## src/rtl/rng_chk_pkg.sv

```systemverilog
// Shared types, constants and bit-statistics helpers for the RNG stream checker.
// The optional transition (runs) test is built when RNG_CHK_RUNS_EN is defined.
package rng_chk_pkg;

    typedef enum logic [2:0] {
        ST_IDLE  = 3'd0,
        ST_RUN   = 3'd1,
        ST_FLUSH = 3'd2,
        ST_EVAL  = 3'd3,
        ST_DONE  = 3'd4
    } chk_state_t;

    localparam int unsigned FLUSH_CYCLES = 32'd2;

    // Ceiling log2; returns the bit width needed to index 'value' distinct codes.
    function automatic int unsigned clog2(input int unsigned value);
        int unsigned res;
        res = 32'd0;
        for (int unsigned i = 32'd0; i < 32'd32; i++) begin
            if ((value > 32'd1) && (((value - 32'd1) >> i) != 32'd0)) begin
                res = i + 32'd1;
            end
        end
        return res;
    endfunction

    function automatic logic [5:0] popcount32(input logic [31:0] word);
        logic [5:0] cnt;
        cnt = 6'd0;
        for (int i = 0; i < 32; i++) begin
            cnt = cnt + {5'd0, word[i]};
        end
        return cnt;
    endfunction

    // Number of adjacent bit pairs inside one word that differ (0..31).
    function automatic logic [4:0] trans_count32(input logic [31:0] word);
        logic [4:0] cnt;
        cnt = 5'd0;
        for (int i = 0; i < 31; i++) begin
            cnt = cnt + {4'd0, word[i] ^ word[i+1]};
        end
        return cnt;
    endfunction

endpackage

```

## src/rtl/rng_word_stats.sv

```systemverilog
// First pipeline stage: registered popcount and intra-word transition count of one word.
// The transition counter exists only when RNG_CHK_RUNS_EN is defined.
module rng_word_stats
    import rng_chk_pkg::*;
(
    input  logic        clk,
    input  logic        rst,
    input  logic        srst,
    input  logic        en,
    input  logic [31:0] word,
`ifdef RNG_CHK_RUNS_EN
    output logic [4:0]  trans,
`endif
    output logic [5:0]  pop
);

    logic [5:0] pop_r;
`ifdef RNG_CHK_RUNS_EN
    logic [4:0] trans_r;
`endif

    // Capture per-word statistics on every accepted word
    always_ff @(posedge clk or negedge rst) begin
        if (!rst) begin
            pop_r   <= 6'd0;
`ifdef RNG_CHK_RUNS_EN
            trans_r <= 5'd0;
`endif
        end else if (srst) begin
            pop_r   <= 6'd0;
`ifdef RNG_CHK_RUNS_EN
            trans_r <= 5'd0;
`endif
        end else if (en) begin
            pop_r   <= popcount32(word);
`ifdef RNG_CHK_RUNS_EN
            trans_r <= trans_count32(word);
`endif
        end
    end

    assign pop   = pop_r;
`ifdef RNG_CHK_RUNS_EN
    assign trans = trans_r;
`endif

endmodule

```

## config.mk

```make
export PLATFORM = sky130hd
export DESIGN_NAME = rng_word_stats
export DESIGN_NICKNAME = d
export VERILOG_FILES = /design/src/rtl/rng_chk_pkg.sv /design/src/rtl/rng_word_stats.sv
export SDC_FILE = /design/constraint.sdc
export NUM_CORES = 1
export LEC_CHECK = 0
export ABC_AREA = 1
export CELL_PAD_IN_SITES_DETAIL_PLACEMENT = 1
export CELL_PAD_IN_SITES_GLOBAL_PLACEMENT = 1
export CORE_MARGIN = 1
export CORE_UTILIZATION = 34
export CTS_BUF_LIST = sky130_fd_sc_hd__clkbuf_16
export DETAILED_ROUTE_END_ITERATION = 16
export GPL_TIMING_DRIVEN = 1
export PLACE_DENSITY = 0.91
export SLEW_MARGIN = 40
export SYNTH_ARGS = -nofsm -noshare
export SYNTH_HDL_FRONTEND = slang
export SYNTH_SLANG_ARGS = --single-unit
```

## constraint.sdc

```tcl
create_clock -name clk -period 1.5 [get_ports clk]
set_clock_uncertainty 0.1 [all_clocks]
set_input_delay 0.15 -clock clk [delete_from_list [all_inputs] [get_ports clk]]
set_output_delay 0.15 -clock clk [all_outputs]
set_load 0.01 [all_outputs]
```

==> impl_metrics.tcl <==
set metrics [dict create \
    synth_area_leader_cell "fa_1" \
    yosys-top-cells-area "fa_1, inv_1, dfrtp_1" \
    cp_max_fo 2 \
    largest_register_ffs 6 \
    viasPerCell 4.37 \
    cts_sinks 6 \
    grt_pass1_wl_um 4640 \
    nets 233 \
    avgSynthCellArea_um2 9.15 \
    setup_slack_ps -2710 \
    synth_cell_types 15 \
    final_hold_viol_count 0 \
    htree_levels 1 \
    drc 0 \
    cp_slowest_cell "fa_1" \
    swShare 0.486 \
    path_class "primary input to flop" \
    drtAntennaViolNets 0 \
    wl_per_cell_um 13.9 \
    pwr-share-seq 0.055 \
    rsz0062_at_grt "true" \
    hp-class "primary input to async pin" \
    internal_power_uw 2210 \
    power_density_nw_per_um2 2610 \
    peakVddDrop_v 0.000868 \
    ys_warn_count 0 \
    vias 908 \
    power_leakage_uw 0.000858 \
    die_w_um 58.1 \
    gp_congestion 0.713 \
    cp-end-kind "flop" \
    first_pass_iters 4 \
    ys_seq_area_frac 0.140 \
    cp_common_cell "fa_1" \
    p_sw_uw 2090 \
    finalSetupViolations 6 \
    critPathLaunchType "primary input" \
    ys_ff_latch 6 \
    hold_slack_ps 59.5 \
    status "complete, but fails checks" \
    relSlewSlack 0.809 \
    core_region_area_um2 3030 \
    hpwlAfterDp_um 2250 \
    cts_tree "built" \
    yosys.area.top_type_share 0.449 \
    critical-path-top-delay-family "adder cells" \
    min_period_ps 4210 \
    rows 20 \
    num_io_pins 42 \
    syn_to_final_growth_pct 53.4 \
    insertedDiodeCount 0 \
    p_comb_frac 0.837 \
    syn_inst 117 \
    cap_violations 0 \
    first_global_vias 1069 \
    clkSlewWorstSetupHoldPaths_ps 40 \
    io_buffer_count 41 \
    cp_slowest_stage_delay_ps 570 \
    die_h_um 58.1 \
    tns_ps -15210 \
    antenna_found_initial 0 \
    syn_area_um2 1070 \
    overflow 0 \
    cts_buffer_depth 2 \
    grt_usage 0.190 \
    slew_viol_final 0 \
    critical_path_arrival_ps 4220 \
    fmax_mhz 238 \
    cp.buffers_inverters 3 \
    tightest_slew_ps 286 \
    synth_nets 184 \
    grt_max_degree 7 \
    cts_buffers 3 \
    die_area_um2 3380 \
    crit_required_ps 1520 \
    initial_utilization 0.354 \
    utilization 0.543 \
    insertion_delay_ps 230 \
    clkPwrFrac 0.108 \
    cts_root_buf "clkbuf_16" \
    dr.first_iter.drc_count 26 \
    path_cells "buf_2 -> inv_2 -> fa_1 -> fa_2 -> fa_2 -> fa_1 -> fa_1 -> fa_1 -> inv_2 -> ha_4 -> fa_2 -> nand2_2 -> nand3_2 -> nand4_1 -> nand3_2" \
    stdcell_area_um2 1640 \
    violations "negative setup slack" \
    final_cells 208 \
    post_dp_cell_area_um2 1570 \
    wl_um 2890 \
    period_share 2.81 \
    dp_cells 204 \
    drive_above_1_share 0.305 \
]
==> stage by stage <==
stage                     setup WS, ps  total power [µW]
final                            -2710              4290
after global routing             -2840              4700
after CTS                        -2840              4070
after detailed placement         -3340              3170
after global placement           -3190              2940
after floorplan                  -2640              2240
==> power by group through the flow <==
stage	Clock (µW)	Sequential (µW)	Combinational, µW
4_1_cts	461	235	3380
2_1_floorplan	0	252	1990
6_report	464	236	3590
3_3_place_gp	0	234	2710
5_1_grt	466	238	4000
3_5_place_dp	0	235	2930
==> cell families (layout without fill, tap and decap cells) <==
logic type / count (synthesis) / count (layout) / share of synthesized area
and+or+nand+nor: 24 / 24 / 0.118
DFF: 6 / 6 / 0.140
buffers and inverters: 52 / 99 / 0.182
AOI/OAI and AO/OA: 3 / 3 / 0.0210
adders and majority gates: 31 / 31 / 0.530
xor gates and xnor gates: 1 / 1 / 0.00818
==> cells in the final DEF, fill, tap and decap left out, types with 5 or more instances in the layout <==
master           instances
ha_1                     5
buf_2                    9
inv_2                   12
nand2_1                 10
fa_1                    20
clkdlybuf4s50_1         26
dfrtp_1                  6
inv_1                   39
==> metal layers <==
layer,share of wire,track usage,wire (µm),up-vias
li1,-,-,-,417
met1,0.34,0.182,976,461
met2,0.62,0.420,1800,27
met3,0.028,0.00670,82,3
met4,0.011,0.0510,31,0
met5,0,0,0,-
==> cell type report <==
cell class / count / area [µm²]
inverters: 52 / 198
repair buffers: 44 / 382
multi-input cells: 59 / 783
clock buffers: 3 / 75.1
well taps: 44 / 55.1
flip-flops and latches: 6 / 150
fillers: 343 / 1390
==> worst paths after layout <==
path / startpoint / end / slack, ps / depth (start not counted)
max reg2reg: pop[0]$_DFFE_PN0P_ / pop[0]$_DFFE_PN0P_ / 680 / 1
min in group clk: pop[5]$_DFFE_PN0P_ / pop[5]$_DFFE_PN0P_ / 390 / 2
max in group asynchronous: rst / pop[0]$_DFFE_PN0P_ / 1020 / 1
min: rst / pop[1]$_DFFE_PN0P_ / 60 / 1
max: word[1] / pop[4]$_DFFE_PN0P_ / -2710 / 15
min reg2reg: pop[5]$_DFFE_PN0P_ / pop[5]$_DFFE_PN0P_ / 390 / 2
==> repair_timing <==
item / CTS / global route
setup endpoints to repair: 6 / 6
resized for setup: 60 / 8
endpoints found under the hold margin: 0 / 0
pin swaps: 20 / 15
hold buffers: 0 / 0
buffers inserted: 1 / 0
==> synthesized netlist by cell type <==
master	n
a22o_1	2
dfrtp_1	6
fa_1	24
ha_1	7
inv_1	50
inv_2	2
nand2_1	13
nand2_2	1
nand3_1	4
nand3_2	1
nand4_1	2
nor2_2	1
nor2_4	2
o21ai_1	1
xnor2_1	1
No activity file was read; power rests on OpenSTA's default activity.
